<file path="config.mk">
export PLATFORM = sky130hd
export DESIGN_NAME = byte_to_word_32b_flat
export DESIGN_NICKNAME = d
export VERILOG_FILES = /design/src/rtl/byte_to_word_32b_if.sv /design/src/rtl/byte_to_word_32b.sv /design/src/flat_wrapper.sv
export SDC_FILE = /design/constraint.sdc
export NUM_CORES = 1
export LEC_CHECK = 0
export BUFFER_PORTS_ARGS = -buffer_cell sky130_fd_sc_hd__buf_2
export CAP_MARGIN = 30
export CORE_MARGIN = 2
export CORE_UTILIZATION = 60
export DETAILED_ROUTE_END_ITERATION = 8
export PLACE_DENSITY = 0.81
export RECOVER_POWER = 100
export SLEW_MARGIN = 25
export SYNTH_ARGS = -nofsm -noshare
export SYNTH_HDL_FRONTEND = slang
export SYNTH_SLANG_ARGS = --single-unit
</file>
<file path="constraint.sdc">
create_clock -name clk_4f -period 5.1 [get_ports clk_4f]
set_clock_uncertainty 0.2 [all_clocks]
set_input_delay 0.51 -clock clk_4f [delete_from_list [all_inputs] [get_ports clk_4f]]
set_output_delay 0.51 -clock clk_4f [all_outputs]
set_load 0.02 [all_outputs]
</file>
<file path="src/rtl/byte_to_word_32b_if.sv">
// Byte-lane input / word output bundle for the byte_to_word_32b packer.
// err_partial exists only when PARTIAL_ERR_EN is defined.
interface byte_to_word_32b_if #(
    parameter int BYTE_W = 8,
    parameter int NBYTES = 4
);
    logic                     valid_in;
    logic [BYTE_W-1:0]        data_in;
    logic                     valid_out;
    logic [BYTE_W*NBYTES-1:0] data_out;
`ifdef PARTIAL_ERR_EN
    logic                     err_partial;

    modport master (output valid_in, output data_in,
                    input  valid_out, input data_out, input err_partial);
    modport slave  (input  valid_in, input data_in,
                    output valid_out, output data_out, output err_partial);
`else
    modport master (output valid_in, output data_in,
                    input  valid_out, input data_out);
    modport slave  (input  valid_in, input data_in,
                    output valid_out, output data_out);
`endif
endinterface

</file>
<file path="src/rtl/byte_to_word_32b.sv">
// Packs NBYTES consecutive valid bytes (first byte in the top lane) into one word.
// Optional feature macro: PARTIAL_ERR_EN adds an err_partial pulse when a partial word is dropped.
module byte_to_word_32b #(
    parameter int BYTE_W = 8,
    parameter int NBYTES = 4
) (
    input  logic              clk_4f,
    input  logic              reset,
    byte_to_word_32b_if.slave bus
);
    localparam int WORD_W = BYTE_W * NBYTES;
    localparam int CW     = $clog2(NBYTES);

    localparam logic [0:0] IDLE    = 1'b0;
    localparam logic [0:0] COLLECT = 1'b1;

    localparam logic [CW-1:0] LAST_IDX = CW'(NBYTES - 1);

    logic [0:0]        state_q, state_d;
    logic [CW-1:0]     count_q, count_d;
    logic [WORD_W-1:0] shadow_q, shadow_d;
    logic [WORD_W-1:0] word_q, word_d;
    logic              valid_q, valid_d;
`ifdef PARTIAL_ERR_EN
    logic              err_q, err_d;
`endif
    logic [CW-1:0]     lane;

    // Lane written by the byte arriving now; count tracks bytes already held.
    assign lane = LAST_IDX - count_q;

    always_comb begin
        state_d  = state_q;
        count_d  = count_q;
        shadow_d = shadow_q;
        word_d   = word_q;
        valid_d  = 1'b0;
`ifdef PARTIAL_ERR_EN
        err_d    = 1'b0;
`endif
        case (state_q)
            IDLE: begin
                if (bus.valid_in) begin
                    shadow_d[WORD_W-1 -: BYTE_W] = bus.data_in;
                    count_d = CW'(1);
                    state_d = COLLECT;
                end
            end
            default: begin
                if (bus.valid_in) begin
                    shadow_d[int'(lane)*BYTE_W +: BYTE_W] = bus.data_in;
                    if (count_q == LAST_IDX) begin
                        word_d  = shadow_d;
                        valid_d = 1'b1;
                        count_d = '0;
                        state_d = IDLE;
                    end else begin
                        count_d = count_q + CW'(1);
                    end
                end else begin
                    // Gap mid-word: the partial word is abandoned; shadow lanes are left stale.
                    count_d = '0;
                    state_d = IDLE;
`ifdef PARTIAL_ERR_EN
                    err_d   = 1'b1;
`endif
                end
            end
        endcase
    end

    always_ff @(posedge clk_4f) begin
        if (reset) begin
            state_q  <= IDLE;
            count_q  <= '0;
            shadow_q <= '0;
            word_q   <= '0;
            valid_q  <= 1'b0;
`ifdef PARTIAL_ERR_EN
            err_q    <= 1'b0;
`endif
        end else begin
            state_q  <= state_d;
            count_q  <= count_d;
            shadow_q <= shadow_d;
            word_q   <= word_d;
            valid_q  <= valid_d;
`ifdef PARTIAL_ERR_EN
            err_q    <= err_d;
`endif
        end
    end

    assign bus.valid_out = valid_q;
    assign bus.data_out  = word_q;
`ifdef PARTIAL_ERR_EN
    assign bus.err_partial = err_q;
`endif
endmodule

</file>
<file path="src/flat_wrapper.sv">
// flat-port wrapper written by rule: the top's interface ports become plain ports
module byte_to_word_32b_flat 
#(
    parameter int BYTE_W = 8,
    parameter int NBYTES = 4
)
  (clk_4f, reset, bus_valid_in, bus_data_in, bus_valid_out, bus_data_out);
  byte_to_word_32b_if #(.BYTE_W(BYTE_W), .NBYTES(NBYTES)) bus_i ();
  input  logic clk_4f;
  input  logic reset;
  input wire logic [$bits(bus_i.valid_in)-1:0] bus_valid_in;
  input wire logic [$bits(bus_i.data_in)-1:0] bus_data_in;
  output wire logic [$bits(bus_i.valid_out)-1:0] bus_valid_out;
  output wire logic [$bits(bus_i.data_out)-1:0] bus_data_out;
  assign bus_i.valid_in = bus_valid_in;
  assign bus_i.data_in = bus_data_in;
  assign bus_valid_out = bus_i.valid_out;
  assign bus_data_out = bus_i.data_out;
  byte_to_word_32b #(.BYTE_W(BYTE_W), .NBYTES(NBYTES)) u_core (.clk_4f(clk_4f), .reset(reset), .bus(bus_i));
endmodule
</file>
==> results of run 1 <==
==> final cells by class <==
class | instances | area, um^2
clock buffer | 13 | 159
sequential | 68 | 1360
fill | 432 | 1570
multi-input combinational | 211 | 1320
tap | 54 | 67.6
timing repair buffer | 46 | 189
inverter | 6 | 22.5
clock inverter | 2 | 10.0
==> worst max path at each step <==
stage	to	start	slack [ns]
after detailed placement	u_core.bus.data_out[31]	bus_valid_in	2.60
after global routing	u_core.bus.data_out[31]	u_core.state_q	1.76
final	u_core.bus.data_out[31]	u_core.state_q	2.02
after global placement	u_core.bus.data_out[0]	bus_valid_in	2.37
after CTS	u_core.bus.data_out[31]	u_core.state_q	2.71
after floorplan	u_core.bus.data_out[6]	u_core.count_q[0]	3.14
==> cell usage after synthesis (all sizes together) <==
master / instances
o22ai: 7
nor3b: 1
a32oi: 16
nand4: 1
a221oi: 16
inv: 6
nand2b: 14
nor2b: 2
o21a: 1
nor3: 24
clkbuf: 11
a22oi: 1
and4b: 2
and3: 2
dfxtp: 68
and4: 1
nand2: 8
and2: 1
a21oi: 14
nor2: 52
a211oi: 11
a311oi: 8
ha: 5
mux2i: 1
and3b: 3
buf: 19
nand3: 19
a31oi: 1
==> layer usage <==
layer,vias to the layer above,wire (um),track usage (%)
li1,1215,-,-
met1,1144,2860,36.1
met2,103,3070,38.0
met3,6,514,7.41
met4,0,75,7.88
met5,-,0,0
==> stage by stage <==
| step | hold slack [ns] | cells | worst slack (ns) | power, mW | area, um^2 |
|---|---|---|---|---|---|
| 2_1_floorplan | 0.232 | 315 | 3.14 | 0.605 | 2880 |
| 6_report | 0.254 | 400 | 2.02 | 0.995 | 3120 |
| 3_5_place_dp | 0.246 | 385 | 2.60 | 0.624 | 3040 |
| 4_1_cts | 0.254 | 400 | 2.71 | 1.00 | 3210 |
| 5_1_grt | 0.274 | 400 | 1.76 | 1.04 | 3120 |
| 3_3_place_gp | 0.242 | 384 | 2.37 | 0.623 | 3030 |
==> power by group <==
| part | leakage (nW) | internal [mW] | switching, mW |
|---|---|---|---|
| registers | 0.550 | 0.538 | 0.00730 |
| clock network | 0.0893 | 0.199 | 0.185 |
| logic | 0.458 | 0.0201 | 0.0450 |
==> cells by family after synthesis <==
logic type / after synthesis / synth area share [%]
muxes: 1 / 0.347
DFF: 68 / 47.2
adders and majority gates: 5 / 2.17
buffers and inverters: 36 / 6.08
and+or+nand+nor: 130 / 22.7
AOI/OAI and AO/OA: 75 / 21.5
==> tightest hold or removal path: stages (launching register included) <==
cell and delay, ns:
dfxtp_1 0.31, nand2_1 0.05, a21oi_1 0.05
==> flip-flops by register name (all words and copies together) (netlist names) <==
register	count
u_core.count_q	2
u_core.bus.valid_out	1
u_core.shadow_q	32
u_core.bus.data_out	32
u_core.state_q	1
==> summary.txt, run 1 <==
Yosys top cell area share - 47.2%
core area - 4690 um^2
Distinct cells, synth - 33
setup_tns - 0 ns
Rel. slew slack - 10.3%
crit-path leading delay family - buffers and inverters
Max VDD drop - 0.254 mV
Mapped Area - 2880 um^2
maxcap violations - 0
Die ar. - 5370 um^2
Synth area leaders - dfxtp_1 (47%), nor2_1 (6.8%), a221oi_1 (4.9%), a32oi_1 (4.9%), nor3_1 (4.0%)
CP Data Required Time - 5.16 ns
synthesis warning total - 0
Reg2Reg Setup Slack - 2.02 ns
Post-CTS Setup Bufs - 0
Antenna diodes - 0
most frequent cells in the layout - dfxtp_1 (68), nor2_1 (52), clkbuf_1 (37)
commonest non-fill, non-tap cell in the layout - dfxtp_1
DP HPWL - 3.96 mm
PostCTS Resize Cnt - 0
Worst-path clk slew - 0.07 ns
initial antenna violation count - 0
Port Buffers - 43
status - complete, no violations
All-Layer GR Usage - 25.6%
die span in x - 73.3 um
CP Launch Type - flip-flop
Pre-antenna DRT Iters - 5
Hold Violations, Final - 0
Pwr per Cell Area - 318 nW/um^2
initial DRC count - 315
sequential share of the synthesized area - 47.2%
Hold Crit Class - reg -> reg
CTS Sinks - 68
Final Wtd Congestion - 0.826
Cell Chain, Critical Path - and4_1 -> clkbuf_1 -> nor2_1 -> a211oi_1
crit end category - flip-flop
htree depth - 3
Clk Latency, worst-skew pair - 0.34 ns
f_max - 324 MHz
post-synthesis cell count - 315
WHS Path Cells - 2
Worst Tran Pin Value - 1.35 ns
root buf cell - clkbuf_8
final wirelength - 6.52 mm
Worst R2R End - u_core.bus.data_out[31]
RSZ-0062 raised after global routing - no
CP max FO - 27
worst hold start - u_core.shadow_q[14]
CP Depth - 4
initial core utilization - 61.4%
vias per cell - 6.17
CTS tree - yes
leakage - 1.10 nW
CTS Hold Bufs - 0
fin crit share - 60.4%
share of cells above drive strength 1 - 9.54%
vias in the first global route - 2147
reg2reg path depth - 4
Final setup viols - 0
area leader, netlist - dfxtp_1
Crit Path Class - reg -> reg
TritonCTS Buffers - 9
I/O pins - 44
fin crit period - 3.08 ns
critical path's slowest cell - clkbuf_1
Layout Nets - 358
row cnt - 25
GR Overflow Total - 0
Slew Viols, Final - 0
Synth Register Bits - 68
# DRC - 0
wire per inst - 16.3 um
first-pass GRT wire length - 10.4 mm
reg-to-reg startpoint - u_core.state_q
Util after Layout - 66.6%
Worst EP arrival - 3.14 ns
Avg Inst Size Synth - 9.15 um^2
Antenna Violating Nets Remaining - 0
hold worst-path end - u_core.shadow_q[14]
Critical Path Max Stage Delay - 1.04 ns
largest net degree at the start of global routing - 69
via count - 2468
Die Ht - 73.3 um
WP buf/inv - 1
maximum clock path buffer count - 2
syn nets - 331
Area Overhead vs Synth - 8.42%
No activity file was read; power rests on OpenSTA's default activity.
==> inputs of run 2 (changes only) <==
--- a/config.mk
+++ b/config.mk
@@ -5,12 +5,13 @@
 export SDC_FILE = /design/constraint.sdc
 export NUM_CORES = 1
 export LEC_CHECK = 0
+export ABC_AREA = 1
 export BUFFER_PORTS_ARGS = -buffer_cell sky130_fd_sc_hd__buf_2
 export CAP_MARGIN = 30
 export CORE_MARGIN = 2
-export CORE_UTILIZATION = 60
+export CORE_UTILIZATION = 52
 export DETAILED_ROUTE_END_ITERATION = 8
-export PLACE_DENSITY = 0.81
+export PLACE_DENSITY = 0.73
 export RECOVER_POWER = 100
 export SLEW_MARGIN = 25
 export SYNTH_ARGS = -nofsm -noshare
==> constraint.sdc (replaced) <==
create_clock -name clk_4f -period 2.72 [get_ports clk_4f]
set_clock_uncertainty 0.2 [all_clocks]
set_input_delay 0.272 -clock clk_4f [delete_from_list [all_inputs] [get_ports clk_4f]]
set_output_delay 0.272 -clock clk_4f [all_outputs]
set_load 0.02 [all_outputs]
==> run 2 against run 1 <==
Effect of this change: total power rose by 96%; die area increased by 32%; non-clock buffer count rose by 3; first-iteration DRC count down 44%; critical path depth increased by 4; combinational power grew to 2.9 times the previous value; critical endpoint is now u_core.shadow_q[0]; count of clock-buffer cells in the layout grew 1; final cell count increased by 59%; synthesized cell count rose by 65%; register-to-register slack worse by 1.5 ns.
==> summary.txt, run 2 <==
CP Data Required Time - 2.81 ns (-2.35 ns)
RSZ-0062 raised after global routing - no
leakage - 1.82 nW (+66%)
Avg Inst Size Synth - 6.43 um^2 (-30%)
via count - 3188 (+29%)
Die ar. - 7070 um^2 (+32%)
die span in x - 84.1 um (+15%)
Final setup viols - 0 (unchanged)
most numerous cell in the Yosys netlist - nand2_1
initial antenna violation count - 0 (unchanged)
GR Overflow Total - 0 (unchanged)
Port Buffers - 43 (unchanged)
# DRC - 0 (unchanged)
prevailing post-synth register cell - dfxtp_1
most frequent cells in the layout - nand2_1 (119), nor2_1 (113), inv_1 (75)
Hold Violations, Final - 0 (unchanged)
Die Ht - 84.1 um (+15%)
Max VDD drop - 0.348 mV (+37%)
CTS Hold Bufs - 0 (unchanged)
Mapped Area - 3340 um^2 (+16%)
CP Launch Type - flip-flop
synthesis warning total - 0 (unchanged)
CTS tree - yes
All-Layer GR Usage - 22.7% (-2.9 points)
Antenna Violating Nets Remaining - 0 (unchanged)
status - complete, no violations
Antenna diodes - 0 (unchanged)
htree depth - 3 (unchanged)
footprint of the multi-input gates - 1530 um^2 (+16%)
Util after Layout - 58.6% (-7.9 points)
Yosys top cell area share - 40.8% (-6.4 points)
FF/Latch Area - 1360 um^2 (unchanged)
sequential share of the synthesized area - 40.8% (-6.4 points)
Hold Crit Class - in -> reg
TritonCTS Buffers - 9 (unchanged)
Slew Viols, Final - 0 (unchanged)
f_max - 453 MHz (+40%)
setup_tns - 0 ns (unchanged)
Layout Nets - 569 (+59%)
Synth Register Bits - 68 (unchanged)
commonest non-fill, non-tap cell in the layout - nand2_1
Area Overhead vs Synth - 10.3%
Post-CTS Setup Bufs - 0 (unchanged)
share of cells above drive strength 1 - 5.73% (-3.8 points)
Critical Path Max Stage Delay - 0.47 ns (-0.57 ns)
vias in the first global route - 2890 (+35%)
crit end category - flip-flop
initial core utilization - 53.2% (-8.3 points)
top cells by count, synth - nand2_1 (119), nor2_1 (113), inv_1 (74), dfxtp_1 (68), nand3_1 (68)
CTS Sinks - 68 (unchanged)
area leader, netlist - dfxtp_1
critical path's slowest cell - clkbuf_1
Rel. slew slack - 54.2% (+44 points)
crit-path leading delay family - buffers and inverters
Clk Latency, worst-skew pair - 0.34 ns (about the same)
maximum clock path buffer count - 2 (unchanged)
hold_ws - 0.123 ns (-0.131 ns)
post-synthesis cell count - 519 (+65%)
first-pass GRT wire length - 13.1 mm (+26%)
fill count - 645 (+49%)
syn nets - 535 (+62%)
Crit Path Class - reg -> reg
WP buf/inv - 3 (+2)
Synth area leaders - dfxtp_1 (41%), nand2_1 (13%), nor2_1 (13%), nand3_1 (10%), inv_1 (8.3%)
fin crit period - 2.21 ns (-0.876 ns)
Worst EP arrival - 2.29 ns (-0.85 ns)
count of flip-flops with a built-in enable after synthesis - 0 (unchanged)
PostCTS Resize Cnt - 0 (unchanged)
wire per inst - 12.1 um (-26%)
Worst-path clk slew - 0.07 ns (about the same)
root buf cell - clkbuf_8
fin crit share - 81.1% (+21 points)
Final Wtd Congestion - 0.832 (+0.70%)
Worst Tran Pin Value - 0.687 ns (-0.659 ns)
row cnt - 29 (+16%)
Distinct cells, synth - 22 (-33%)
maxcap violations - 0 (unchanged)
Reg2Reg Setup Slack - 0.51 ns (-1.50 ns)
Pwr per Cell Area - 530 nW/um^2 (+67%)
ys async rst share - 0% (unchanged)
Cell Chain, Critical Path - clkbuf_1 -> ha_1 -> inv_1 -> nor3_2 -> nand2_1 -> nand3_1 -> nand2_1 -> inv_1
final wirelength - 7.68 mm (+18%)
DP HPWL - 5.05 mm (+28%)
initial DRC count - 177 (-44%)
CP max FO - 14 (-48%)
I/O pins - 44 (unchanged)
vias per cell - 5.02 (-19%)
Pre-antenna DRT Iters - 4 (-1)
core area - 6280 um^2 (+34%)
largest net degree at the start of global routing - 68 (-1.4%)
## run 2: cell types whose count changed after synthesis, moves of 10 or more
cell,delta
a32oi_1,-16
nand3_1,+49
o21ai_0,+10
nand2_1,+111
inv_1,+68
nor2_1,+61
a221oi_1,-16
nor3_1,-22
nand4_1,+15
nand2b_1,-14
## run 2: layer usage
layer	track usage, %	vias up	wire [um]
met4	11.4	0	151
met1	28.6	1446	3540
met2	37.1	66	3620
met5	0	-	0
met3	4.45	14	375
li1	-	1662	-
## run 2: logic make-up (layout without fill, tap and decap cells)
family | after synthesis | after routing | synth area share, %
AOI/OAI and AO/OA | 21 | 21 | 3.22
DFF | 68 | 68 | 40.8
and+or+nand+nor | 322 | 322 | 40.8
adders and majority gates | 5 | 5 | 1.87
buffers and inverters | 103 | 142 | 13.3
## run 2: layout make-up
class | instances | share of cell area [%]
sequential | 68 | 37.0
multi-input combinational | 348 | 41.6
clock buffer | 14 | 4.15
clock inverter | 2 | 0.272
inverter | 77 | 7.85
tap | 77 | 2.62
timing repair buffer | 49 | 6.53
## run 2: power breakdown
group | internal [mW] | leakage (nW) | switching, mW
registers | 1.02 | 0.552 | 0.0144
clock network | 0.355 | 0.0844 | 0.368
logic | 0.0574 | 1.19 | 0.135
total | 1.44 | 1.82 | 0.517
## run 2: worst register-to-register path, stage by stage (launching register included)
cell,delay (ns)
dfxtp_1,0.33
clkbuf_1,0.47
ha_1,0.38
inv_1,0.12
nor3_2,0.33
nand2_1,0.13
nand3_1,0.09
nand2_1,0.06
inv_1,0.05
## run 2: metrics by stage
step / setup slack (ns) / instances / instance area [um^2] / total power, mW
final: 0.514 / 635 / 3680 / 1.95
after global routing: 0.364 / 635 / 3680 / 2.04
after CTS: 0.731 / 635 / 3730 / 1.97
after detailed placement: 0.771 / 619 / 3560 / 1.25
after global placement: 0.811 / 619 / 3560 / 1.24
after floorplan: 0.788 / 519 / 3340 / 1.20
## run 2: path summary, 6_finish.rpt
check | start | end | cells past startpoint
setup / recovery | u_core.count_q[0] | u_core.shadow_q[0] | 8
hold / removal | bus_valid_in | u_core.bus.valid_out | 3
setup reg to reg | u_core.count_q[0] | u_core.shadow_q[0] | 8
hold reg to reg | u_core.state_q | u_core.state_q | 1
==> inputs of run 3 (changes only) <==
==> constraint.sdc (replaced) <==
create_clock -name clk_4f -period 2 [get_ports clk_4f]
set_clock_uncertainty 0.2 [all_clocks]
set_input_delay 0.2 -clock clk_4f [delete_from_list [all_inputs] [get_ports clk_4f]]
set_output_delay 0.2 -clock clk_4f [all_outputs]
set_load 0.02 [all_outputs]
==> run 3 against run 2 <==
Effect of this change: critical endpoint is now u_core.shadow_q[22]; largest cell class unchanged; final area up 3.1%; critical path type unchanged; die area unchanged; setup slack worse by 0.34 ns; sequential power up 36%; critical path depth unchanged.
==> summary.txt, run 3 (synthesis gave the netlist of run 2 again) <==
initial DRC count - 188 (+6.2%)
reg2reg path depth - 8 (unchanged)
leakage - 1.89 nW (+3.5%)
Pwr per Cell Area - 748 nW/um^2 (+41%)
share of cells above drive strength 1 - 8.14% (+2.4 points)
vias per cell - 4.99 (-0.69%)
WHS Path Cells - 4 (+1)
All-Layer GR Usage - 22.6% (-0.079 points)
CP max FO - 13 (-1)
CTS tree - yes
commonest non-fill, non-tap cell in the layout - nand2_1
non-filler cells, final - 642 (+1.1%)
row cnt - 29 (unchanged)
Clk Latency, worst-skew pair - 0.35 ns (about the same)
Crit Path Class - reg -> reg
fin crit period - 1.83 ns (-0.380 ns)
fin crit share - 91.3% (+10 points)
Worst EP arrival - 1.92 ns (-0.37 ns)
CP Data Required Time - 2.10 ns (-0.71 ns)
overall power - 2.84 mW (+45%)
Pre-antenna DRT Iters - 4 (unchanged)
f_max - 548 MHz (+21%)
Hold Crit Class - in -> reg
root buf cell - clkbuf_8
most frequent cells in the layout - nand2_1 (119), nor2_1 (112), inv_1 (74)
Max VDD drop - 0.460 mV (+32%)
initial antenna violation count - 0 (unchanged)
# DRC - 0 (unchanged)
crit-path leading delay family - simple AND/OR/NAND/NOR gates
Die ar. - 7070 um^2 (unchanged)
Layout Nets - 576 (+1.2%)
Placed Instances - 626 (+1.1%)
first-pass GRT wire length - 13.0 mm (-0.53%)
maxcap violations - 0 (unchanged)
Critical Path Max Stage Delay - 0.43 ns (-0.04 ns)
htree depth - 3 (unchanged)
hold_ws - 0.0173 ns (-0.106 ns)
status - complete, no violations
DP HPWL - 5.27 mm (+4.3%)
vias in the first global route - 2888 (-0.069%)
via count - 3201 (+0.41%)
TritonCTS Buffers - 9 (unchanged)
Port Buffers - 43 (unchanged)
Hold Violations, Final - 0 (unchanged)
setup_tns - 0 ns (unchanged)
Die Ht - 84.1 um (unchanged)
initial core utilization - 53.2% (unchanged)
CP Launch Type - flip-flop
maximum clock path buffer count - 2 (unchanged)
wire per inst - 12.0 um (-0.97%)
critical path's slowest cell - ha_2
die span in x - 84.1 um (unchanged)
final worst slack - 0.174 ns (-0.340 ns)
Antenna diodes - 0 (unchanged)
CTS Sinks - 68 (unchanged)
core area - 6280 um^2 (unchanged)
Final Wtd Congestion - 0.935 (+12%)
Cell Chain, Critical Path - inv_1 -> ha_2 -> inv_2 -> nor2_4 -> nand4_1 -> nand3_1 -> nand2_1 -> inv_1
GR Overflow Total - 0 (unchanged)
fill count - 615 (-4.7%)
WP buf/inv - 3 (unchanged)
Area Overhead vs Synth - 13.8%
CP Depth - 8 (unchanged)
Slew Viols, Final - 0 (unchanged)
final wirelength - 7.69 mm (+0.12%)
Rel. slew slack - 72.3% (+18 points)
cell mode on critical path - inv_1
Worst-path clk slew - 0.07 ns (about the same)
Antenna Violating Nets Remaining - 0 (unchanged)
pre-CTS setup slack - 0.157 ns (-0.613 ns)
Worst Tran Pin Value - 0.415 ns (-0.271 ns)
crit end category - flip-flop
I/O pins - 44 (unchanged)
RSZ-0062 raised after global routing - no
largest net degree at the start of global routing - 38 (-44%)
Final setup viols - 0 (unchanged)
-- run 3: area by class of cell --
| cell class | count | area, um^2 | share of cell area (%) |
|---|---|---|---|
| clock buffer | 12 | 155 | 4.09 |
| inverter | 77 | 289 | 7.61 |
| multi-input combinational | 348 | 1540 | 40.6 |
| sequential | 68 | 1360 | 35.9 |
| timing repair buffer | 56 | 304 | 8.01 |
| tap | 77 | 96.3 | 2.54 |
| clock inverter | 4 | 47.5 | 1.25 |
-- run 3: power by group --
part / switching [mW] / total [mW] / internal, mW
Clock: 0.515 / 1.15 / 0.640
Sequential: 0.0194 / 1.41 / 1.39
Combinational: 0.185 / 0.273 / 0.0884
Total: 0.719 / 2.84 / 2.12
-- run 3: worst register-to-register path, delay by kind of cell, from the launching register on --
family / cells / cell delay, ns
simple gates: 4 / 0.59
fa+ha+maj: 1 / 0.43
flops: 1 / 0.36
buf+inv: 3 / 0.20
-- run 3: stage by stage --
stage	area (um^2)	util (%)
2_1_floorplan	3340	-
3_3_place_gp	3630	57.8
3_5_place_dp	3630	57.8
4_1_cts	3830	61.0
5_1_grt	3800	60.5
6_report	3800	60.5
-- run 3: final timing paths --
kind	startpoint	end	slack [ns]
max	u_core.count_q[0]	u_core.shadow_q[22]	0.17
min	reset	u_core.shadow_q[12]	0.02
max reg2reg	u_core.count_q[0]	u_core.shadow_q[22]	0.17
min reg2reg	u_core.state_q	u_core.state_q	0.34
-- run 3: metal layers --
layer  share of wire, %  track usage [%]
met1                 46             29.2
met2                 47             37.4
met3                4.7             3.86
met4                1.5             9.68
met5                  0                0
-- run 3: timing repair --
item / in CTS / in global routing
gates resized for setup: 0 / 3
setup buffers: 0 / 0
endpoints found under the setup margin: 0 / 14
hold buffers: 0 / 0
